==> config.mk <==
export PLATFORM = sky130hd
export DESIGN_NAME = abacus_shared_act_tracker
export DESIGN_NICKNAME = d
export VERILOG_FILES = /design/src/rtl/abacus_pkg.sv /design/src/rtl/abacus_match_unit.sv /design/src/rtl/abacus_shared_act_tracker.sv
export SDC_FILE = /design/constraint.sdc
export NUM_CORES = 2
export LEC_CHECK = 0
export ABC_CLOCK_PERIOD_IN_PS = 65099
export CORE_ASPECT_RATIO = 1.25
export CORE_MARGIN = 3
export CORE_UTILIZATION = 59
export DETAILED_ROUTE_END_ITERATION = 8
export GPL_ROUTABILITY_DRIVEN = 1
export HOLD_SLACK_MARGIN = 0.05
export PLACE_DENSITY = 0.71
export RECOVER_POWER = 50
export REMOVE_ABC_BUFFERS = 1
export SYNTH_ARGS = -nofsm -noshare
export SYNTH_HDL_FRONTEND = slang
export SYNTH_SLANG_ARGS = --single-unit
export TNS_END_PERCENT = 1
==> constraint.sdc <==
create_clock -name clk_i -period 65.1 [get_ports clk_i]
set_clock_uncertainty 0.05 [all_clocks]
set_input_delay 19.53 -clock clk_i [delete_from_list [all_inputs] [get_ports clk_i]]
set_output_delay 19.53 -clock clk_i [all_outputs]
set_load 0.05 [all_outputs]
==> src/rtl/abacus_pkg.sv <==
// Shared types and width helpers for the shared row-activation tracker.
package abacus_pkg;

  typedef enum logic [2:0] {
    ST_IDLE,
    ST_LOOKUP,
    ST_UPDATE,
    ST_MITIGATE,
    ST_CLEAR
  } state_e;

  function automatic int cnt_w(input int threshold);
    return $clog2(threshold + 1);
  endfunction

  function automatic int idx_w(input int n_entry);
    return (n_entry > 1) ? $clog2(n_entry) : 1;
  endfunction

  function automatic int bank_w(input int n_banks);
    return (n_banks > 1) ? $clog2(n_banks) : 1;
  endfunction

endpackage

==> src/rtl/abacus_match_unit.sv <==
// Combinational row CAM plus victim selection: lowest invalid entry, else lowest
// valid entry whose count equals the spillover count.
module abacus_match_unit
  import abacus_pkg::*;
#(
  parameter  int ROW_W   = 16,
  parameter  int N_ENTRY = 32,
  parameter  int CNT_W   = 10,
  localparam int IDX_W   = idx_w(N_ENTRY)
) (
  input  logic [N_ENTRY-1:0] valid_i,
  input  logic [ROW_W-1:0]   row_tab_i [N_ENTRY],
  input  logic [CNT_W-1:0]   cnt_tab_i [N_ENTRY],
  input  logic [ROW_W-1:0]   row_i,
  input  logic [CNT_W-1:0]   sp_cnt_i,
  output logic               hit_o,
  output logic [IDX_W-1:0]   hit_idx_o,
  output logic               vic_ok_o,
  output logic [IDX_W-1:0]   vic_idx_o
);

  logic             inv_ok, eq_ok;
  logic [IDX_W-1:0] inv_idx, eq_idx;

  // Scan high to low so the lowest matching index is the last one written.
  always_comb begin
    hit_o     = 1'b0;
    hit_idx_o = '0;
    inv_ok    = 1'b0;
    inv_idx   = '0;
    eq_ok     = 1'b0;
    eq_idx    = '0;
    for (int i = N_ENTRY - 1; i >= 0; i--) begin
      if (valid_i[i] && (row_tab_i[i] == row_i)) begin
        hit_o     = 1'b1;
        hit_idx_o = IDX_W'(i);
      end
      if (!valid_i[i]) begin
        inv_ok  = 1'b1;
        inv_idx = IDX_W'(i);
      end
      if (valid_i[i] && (cnt_tab_i[i] == sp_cnt_i)) begin
        eq_ok  = 1'b1;
        eq_idx = IDX_W'(i);
      end
    end
    vic_ok_o  = inv_ok | eq_ok;
    vic_idx_o = inv_ok ? inv_idx : eq_idx;
  end

endmodule

==> src/rtl/abacus_shared_act_tracker.sv <==
// Rank-wide ACT tracker: shared row table with per-bank sibling masks, spillover
// counter, threshold mitigation requests and refresh-window clear.
module abacus_shared_act_tracker
  import abacus_pkg::*;
#(
  parameter  int ROW_ADDR_BIT = 16,
  parameter  int N_BANKS      = 16,
  parameter  int N_ENTRY      = 32,
  parameter  int RH_THRESHOLD = 512,
  localparam int BANK_W       = bank_w(N_BANKS),
  localparam int IDX_W        = idx_w(N_ENTRY),
  localparam int CNT_W        = cnt_w(RH_THRESHOLD)
) (
  input  logic                    clk_i,
  input  logic                    rst_i,
  input  logic                    act_valid_i,
  output logic                    act_ready_o,
  input  logic [ROW_ADDR_BIT-1:0] act_row_i,
  input  logic [BANK_W-1:0]       act_bank_i,
  input  logic                    win_rst_i,
  output logic                    mit_valid_o,
  input  logic                    mit_ready_i,
  output logic                    mit_all_o,
  output logic [ROW_ADDR_BIT-1:0] mit_row_o,
  output logic [CNT_W-1:0]        sp_cnt_o,
  output logic                    busy_o
);

  localparam logic [CNT_W-1:0] THR = CNT_W'(RH_THRESHOLD);

  typedef struct packed {
    logic                    valid;
    logic [ROW_ADDR_BIT-1:0] row;
    logic [CNT_W-1:0]        count;
    logic [N_BANKS-1:0]      mask;
  } entry_t;

  state_e                  state_q, state_d;
  entry_t                  tab_q [N_ENTRY];
  entry_t                  tab_d [N_ENTRY];
  logic [CNT_W-1:0]        sp_q, sp_d;
  logic                    win_pend_q, win_pend_d;
  logic [ROW_ADDR_BIT-1:0] row_lat_q, row_lat_d;
  logic [BANK_W-1:0]       bank_lat_q, bank_lat_d;
  logic                    hit_q, hit_d, vic_ok_q, vic_ok_d;
  logic [IDX_W-1:0]        hit_idx_q, hit_idx_d, vic_idx_q, vic_idx_d;
  logic                    mit_all_q, mit_all_d;
  logic [ROW_ADDR_BIT-1:0] mit_row_q, mit_row_d;

  logic [N_ENTRY-1:0]      valid_vec;
  logic [ROW_ADDR_BIT-1:0] row_tab [N_ENTRY];
  logic [CNT_W-1:0]        cnt_tab [N_ENTRY];
  logic                    m_hit, m_vic_ok;
  logic [IDX_W-1:0]        m_hit_idx, m_vic_idx;
  logic [N_BANKS-1:0]      bank_oh, mask_new;
  logic [CNT_W-1:0]        cnt_new;
  logic [IDX_W-1:0]        upd_idx;
  logic                    upd_mit, act_fire;

  always_comb begin
    for (int i = 0; i < N_ENTRY; i++) begin
      valid_vec[i] = tab_q[i].valid;
      row_tab[i]   = tab_q[i].row;
      cnt_tab[i]   = tab_q[i].count;
    end
  end

  abacus_match_unit #(
    .ROW_W   (ROW_ADDR_BIT),
    .N_ENTRY (N_ENTRY),
    .CNT_W   (CNT_W)
  ) u_match (
    .valid_i   (valid_vec),
    .row_tab_i (row_tab),
    .cnt_tab_i (cnt_tab),
    .row_i     (row_lat_q),
    .sp_cnt_i  (sp_q),
    .hit_o     (m_hit),
    .hit_idx_o (m_hit_idx),
    .vic_ok_o  (m_vic_ok),
    .vic_idx_o (m_vic_idx)
  );

  assign bank_oh  = N_BANKS'(1) << bank_lat_q;
  assign act_fire = act_valid_i & act_ready_o;

  // Datapath: table, spillover, latched ACT, lookup result, mitigation payload.
  always_comb begin
    tab_d      = tab_q;
    sp_d       = sp_q;
    row_lat_d  = row_lat_q;
    bank_lat_d = bank_lat_q;
    hit_d      = hit_q;
    hit_idx_d  = hit_idx_q;
    vic_ok_d   = vic_ok_q;
    vic_idx_d  = vic_idx_q;
    mit_all_d  = mit_all_q;
    mit_row_d  = mit_row_q;
    cnt_new    = sp_q + 1'b1;
    mask_new   = bank_oh;
    upd_idx    = vic_idx_q;
    upd_mit    = 1'b0;
    win_pend_d = (state_q == ST_CLEAR) ? 1'b0 : (win_pend_q | win_rst_i);
    case (state_q)
      ST_IDLE: begin
        if (act_fire) begin
          row_lat_d  = act_row_i;
          bank_lat_d = act_bank_i;
        end
      end
      ST_LOOKUP: begin
        hit_d     = m_hit;
        hit_idx_d = m_hit_idx;
        vic_ok_d  = m_vic_ok;
        vic_idx_d = m_vic_idx;
      end
      ST_UPDATE: begin
        if (hit_q) begin
          upd_idx = hit_idx_q;
          // A repeat on a bank already in the mask is a new activation of the row.
          if (tab_q[hit_idx_q].mask[bank_lat_q]) begin
            cnt_new = tab_q[hit_idx_q].count + 1'b1;
          end else begin
            cnt_new  = tab_q[hit_idx_q].count;
            mask_new = tab_q[hit_idx_q].mask | bank_oh;
          end
        end
        if (hit_q || vic_ok_q) begin
          tab_d[upd_idx].valid = 1'b1;
          tab_d[upd_idx].row   = row_lat_q;
          if (cnt_new >= THR) begin
            upd_mit              = 1'b1;
            tab_d[upd_idx].count = sp_q;
            tab_d[upd_idx].mask  = '0;
            mit_all_d            = 1'b0;
            mit_row_d            = row_lat_q;
          end else begin
            tab_d[upd_idx].count = cnt_new;
            tab_d[upd_idx].mask  = mask_new;
          end
        end else begin
          sp_d = cnt_new;
          if (cnt_new >= THR) begin
            upd_mit   = 1'b1;
            mit_all_d = 1'b1;
            mit_row_d = '0;
          end
        end
      end
      ST_MITIGATE: begin
        if (mit_ready_i) begin
          mit_all_d = 1'b0;
          mit_row_d = '0;
        end
      end
      ST_CLEAR: begin
        for (int i = 0; i < N_ENTRY; i++) tab_d[i] = '0;
        sp_d = '0;
      end
      default: ;
    endcase
  end

  always_comb begin
    state_d = state_q;
    case (state_q)
      ST_IDLE:     if (win_pend_q || win_rst_i) state_d = ST_CLEAR;
                   else if (act_fire)           state_d = ST_LOOKUP;
      ST_LOOKUP:   state_d = ST_UPDATE;
      ST_UPDATE:   state_d = upd_mit ? ST_MITIGATE : ST_IDLE;
      ST_MITIGATE: if (mit_ready_i) state_d = mit_all_q ? ST_CLEAR : ST_IDLE;
      ST_CLEAR:    state_d = ST_IDLE;
      default:     state_d = ST_IDLE;
    endcase
  end

  always_comb begin
    act_ready_o = !rst_i && (state_q == ST_IDLE) && !win_pend_q && !win_rst_i;
    mit_valid_o = (state_q == ST_MITIGATE);
    busy_o      = (state_q != ST_IDLE);
    mit_all_o   = mit_all_q;
    mit_row_o   = mit_row_q;
    sp_cnt_o    = sp_q;
  end

  always_ff @(posedge clk_i or posedge rst_i) begin
    if (rst_i) begin
      state_q    <= ST_IDLE;
      for (int i = 0; i < N_ENTRY; i++) tab_q[i] <= '0;
      sp_q       <= '0;
      win_pend_q <= 1'b0;
      row_lat_q  <= '0;
      bank_lat_q <= '0;
      hit_q      <= 1'b0;
      hit_idx_q  <= '0;
      vic_ok_q   <= 1'b0;
      vic_idx_q  <= '0;
      mit_all_q  <= 1'b0;
      mit_row_q  <= '0;
    end else begin
      state_q    <= state_d;
      tab_q      <= tab_d;
      sp_q       <= sp_d;
      win_pend_q <= win_pend_d;
      row_lat_q  <= row_lat_d;
      bank_lat_q <= bank_lat_d;
      hit_q      <= hit_d;
      hit_idx_q  <= hit_idx_d;
      vic_ok_q   <= vic_ok_d;
      vic_idx_q  <= vic_idx_d;
      mit_all_q  <= mit_all_d;
      mit_row_q  <= mit_row_d;
    end
  end

endmodule
======== Yosys cells after proc, flatten, opt, wreduce, memory -nomap -nowiden ========
Index checks and enable logic that the tools add are counted.
word-level totals
  bits in registers ....................... 1439
  output and inout bits ................... 30
operators by class
  eq/ne operators ......................... 73
  bitwise operators ....................... 6
  multiplexer cells ....................... 244
  reductions and logical operators ........ 82
  add/subtract/negate cells ............... 2
  shift operators ......................... 1
  magnitude comparators ................... 5
operators with widths
  kind                                                                 count
  1376-bit bitwise mux                                                 6
  1376-bit two-way mux                                                 2
  1376-bit one-hot mux with 2 select lines                             1
  43-bit demux with 5-bit select                                       4
  16-bit == test                                                       32
  5-bit two-way mux                                                    99
  10-bit == test                                                       32
  43-bit binary-select mux with 5-bit select                           1
  16-bit two-way mux                                                   8
  1-bit two-way mux                                                    104
  26-bit two-way mux                                                   3
  1-bit logical AND                                                    68
  43-bit two-way mux                                                   1
  42-bit two-way mux                                                   1
  10-bit two-way mux                                                   4
  16-bit one-hot mux with 2 select lines                               1
  10-bit by 1-bit adder with 10-bit output (second input constant)     2
  10-bit one-hot mux with 2 select lines                               1
  16-bit OR                                                            1
  1-bit by 4-bit left shift with 16-bit output (first input constant)  1
  6-bit greater-or-equal comparator (second input constant)            2
  3-bit two-way mux                                                    4
  5-bit inverter with 6-bit output                                     2
  3-bit one-hot mux with 4 select lines                                1
  other kinds (21)                                                     32

======== Longest topological paths before layout ========
  word-level depth ........................ 35
  gate-level depth with buffers ........... 19
  mapped depth without buffers ............ 12

======== Cells and area by module ========
A second synthesis with hierarchy kept.
second synthesis, totals
  cell total of the unflattened synthesis .. 7808
  area total of the unflattened synthesis .. 74455.2 um2
by module, submodules not included
  module                     seq. area each (um2)  cells each  area an instance (um2)  times used
  abacus_shared_act_tracker  36009.5               6339        63165.6                 1
  abacus_match_unit          0.0                   1469        11289.6                 1

======== Worst setup path after synthesis ========
Ideal clock, no wire load.
  path kind ............................... input -> output
  from .................................... input port win_rst_i
  to ...................................... output port act_ready_o
  arrival time ............................ 21152 ps
  stages .................................. 1
  buffers on the path ..................... 0
  slack ................................... 24368 ps
  cell sequence ........................... nor4_1
on the way
  longest elaborated chain between the ends .. 2
RTL lines
  what                line                              text
  start: declaration  abacus_shared_act_tracker.sv:20   input logic win_rst_i,
  1-bit zero test     abacus_shared_act_tracker.sv:178  act_ready_o = !rst_i && (state_q == ST_IDLE) && !win_pend_q && !win_rst_i;
  1-bit logical AND   abacus_shared_act_tracker.sv:178
  end: declaration    abacus_shared_act_tracker.sv:17   output logic act_ready_o,
No other way between the ends.

======== Worst setup path in the final report ========
Ends and elaborated chain as after synthesis.

==> out/metrics.cfg <==
[outcome]
outcome=finished, violations left
violations=capacitance limit, slew limit

[clock_tree]
cts_root_buffer=clkbuf_16
htree_levels=4
postCtsResizedCells=0
clk_latency_ns=0.81
clk_path_buf_depth=3
cts_buffers=146
postCtsSetupBuffers=0
cts-hold-fix-buffers=0
path_clk_slew_ns=0.06
clock_sinks=1439
cts_tree=done

[sta]
setup_viol=0
max_slew_margin=-2.77
tightest_slew_ns=5.66
rsz0062_at_grt=no
hold_viol_final=0
setup_tns_ns=0
finalMaxSlewViolations=2614
layout_setup_ws_ns=24.17
fmax_mhz=24.4
finalCriticalPeriod_ns=40.93
period_share=0.629

[logic_synthesis]
synth_area_mm2=0.0759
async_flop_share=1.00
ys.flop_type=dfrtp_1
ys_types=96
yosys_warnings=0
synth_edf_count=0
synth_cells=8086
syn_avg_cell_area_um2=9.38
yosysTopAreaCellShare=0.475
synth.ff_latch_count=1439
yosysSeqAreaShare=0.475
synth_area_leaders=dfrtp_1 (47%), nand3_1 (9.7%), nand2_1 (6.7%)
synth_largest_area_cell=dfrtp_1

[grt]
antenna_found_initial=4
track_usage=0.363
overflow=0
grt_pass1_vias=60900
grt_start_max_net_pins=176
grt_pass1_wl_um=370000

[floorplan]
rows=146
ioPinCount=55
die_w_um=327
die-area_mm2=0.133
die_y_um=407
core_mm2=0.127
initial_utilization=0.597

[finish]
fin_cells=9494
synthToLayoutAreaGrowth_pct=6.52
nFillCells=10600
drive_above_1_share=0.0770
fin_nets=7698
final_cell_mix=nand3_1 (1468), dfrtp_1 (1412), nand2_1 (1341)
utilization=0.636
final_common_cell=nand3_1

[min_path]
hold_class=reg2reg
worstHoldStart=mit_row_o[0]

[route]
drt_pass1_iterations=7
wirelength_um=242000
routedWlPerCell_um=25.5
postRouteAntennaNets=0
drc=0
route.vias.total=62200
viasPerCell=6.56
drt_iter0_drc=7266

[pwr]
power_frac_seq=0.391
p_switching_uw=963
p_leak_uw=0.0356
p_clk_frac=0.336
vdd_drop_max_v=0.0000380
power_density_mw_per_mm2=31.2
p_total_uw=2520
combPwrFrac=0.273
internal-power_uw=1560
switching_share=0.382

[place]
dp_slack_ns=24.26
hpwl_um=150000
dpl.cell_count=9225
place.gp.congestion=0.983
io_buffers=54

[setup_path]
reg2reg_from=state_q[1]
cp.required_ns=45.52
critPathMaxFanout=3
cp_data_arrival_time_ns=21.35
startpoint=win_rst_i
crit_family=buffers and inverters
cp-start-kind=primary input
crit_slowest_cell=clkdlybuf4s50_1
cp_cell_sequence=dlygate4sd3_1 -> nor4_1 -> clkdlybuf4s50_1
slowest_delay_ns=0.87
crit_type=in2out
end_kind=output port
path_buf_inv=2

[job]
cap_violations=60

==> logic make-up after synthesis <==
logic type | count (synthesis) | share of synthesized area
mux | 343 | 0.0741
compound gates | 1152 | 0.0869
fa+ha+maj | 2 | 0.000330
xor+xnor | 843 | 0.0973
simple gates | 3518 | 0.219
flops | 1439 | 0.475
buf+inv | 789 | 0.0474
==> worst min-delay path, cell delays in order (launching register included) <==
cell and delay, ns:
dfrtp_1 0.34, nand2_1 0.05, o21ai_0 0.06
==> per-stage QoR <==
| step | hold WS [ns] | cell area, um2 |
|---|---|---|
| finish | 0.432 | 80800 |
| CTS | 0.437 | 81300 |
| detailed placement | 0.424 | 76500 |
| floorplan | 0.410 | 72400 |
| global placement | 0.424 | 76500 |
| global route | 0.469 | 80800 |
==> layout make-up <==
class,instances,area (um2),area share
multi-input cells,5858,36200,0.448
flip-flops and latches,1439,36100,0.447
clock buffers,216,4350,0.0539
well taps,1702,2130,0.0264
repair buffers,197,1490,0.0185
clock inverters,49,429,0.00531
inverters,29,110,0.00136
diodes,4,10.0,0.000124
==> sequential cells by signal, summed over array words and instances (netlist names) <==
| register | cells |
|---|---|
| cnt_tab | 320 |
| bank_lat_q | 4 |
| vic_idx_q | 5 |
| sp_cnt_o | 10 |
| vic_ok_q | 1 |
| hit_q | 1 |
| hit_idx_q | 5 |
| state_q | 3 |
| mit_row_o | 16 |
| win_pend_q | 1 |
| tab_q | 544 |
| row_tab | 512 |
| row_lat_q | 16 |
| mit_all_o | 1 |
==> layer usage <==
metal,up-vias,wire (um),part of all wire,GRT usage
li1,27400,-,-,-
met1,31000,91400,0.38,0.458
met2,3101,112000,0.46,0.573
met3,807,21100,0.087,0.0728
met4,4,17900,0.074,0.239
met5,-,26,0.00011,0
==> synth_stat cells (all sizes together), types with 19 or more instances <==
library cell,count
a21oi,33
a22oi,55
and3,20
buf,255
clkbuf,502
dfrtp,1439
inv,28
mux2,37
mux2i,135
mux4,171
nand2,1353
nand2b,27
nand3,1468
nand4,156
nand4b,22
nor2,174
nor3,63
nor4,94
o21a,27
o21ai,864
o22ai,19
or4,19
xnor2,568
xor2,275
==> power groups by stage <==
stage	Clock [uW]	Sequential, uW	Combinational [uW]
final	848	987	688
after global routing	891	988	730
after detailed placement	0	1000	682
after floorplan	0	1030	440
after global placement	0	1000	677
after CTS	854	985	684
==> worst paths after layout <==
path / endpoint / slack [ns] / cells past startpoint
hold / removal: mit_row_o[0] / 0.43 / 2
max in group asynchronous: tab_q[1089] / 39.03 / 6
min in group asynchronous: state_q[2] / 20.90 / 2
setup reg to reg: tab_q[55] / 48.87 / 8
setup / recovery: act_ready_o / 24.17 / 3
hold reg to reg: mit_row_o[0] / 0.43 / 2
Note: power is estimated with default switching activity, not from simulation.
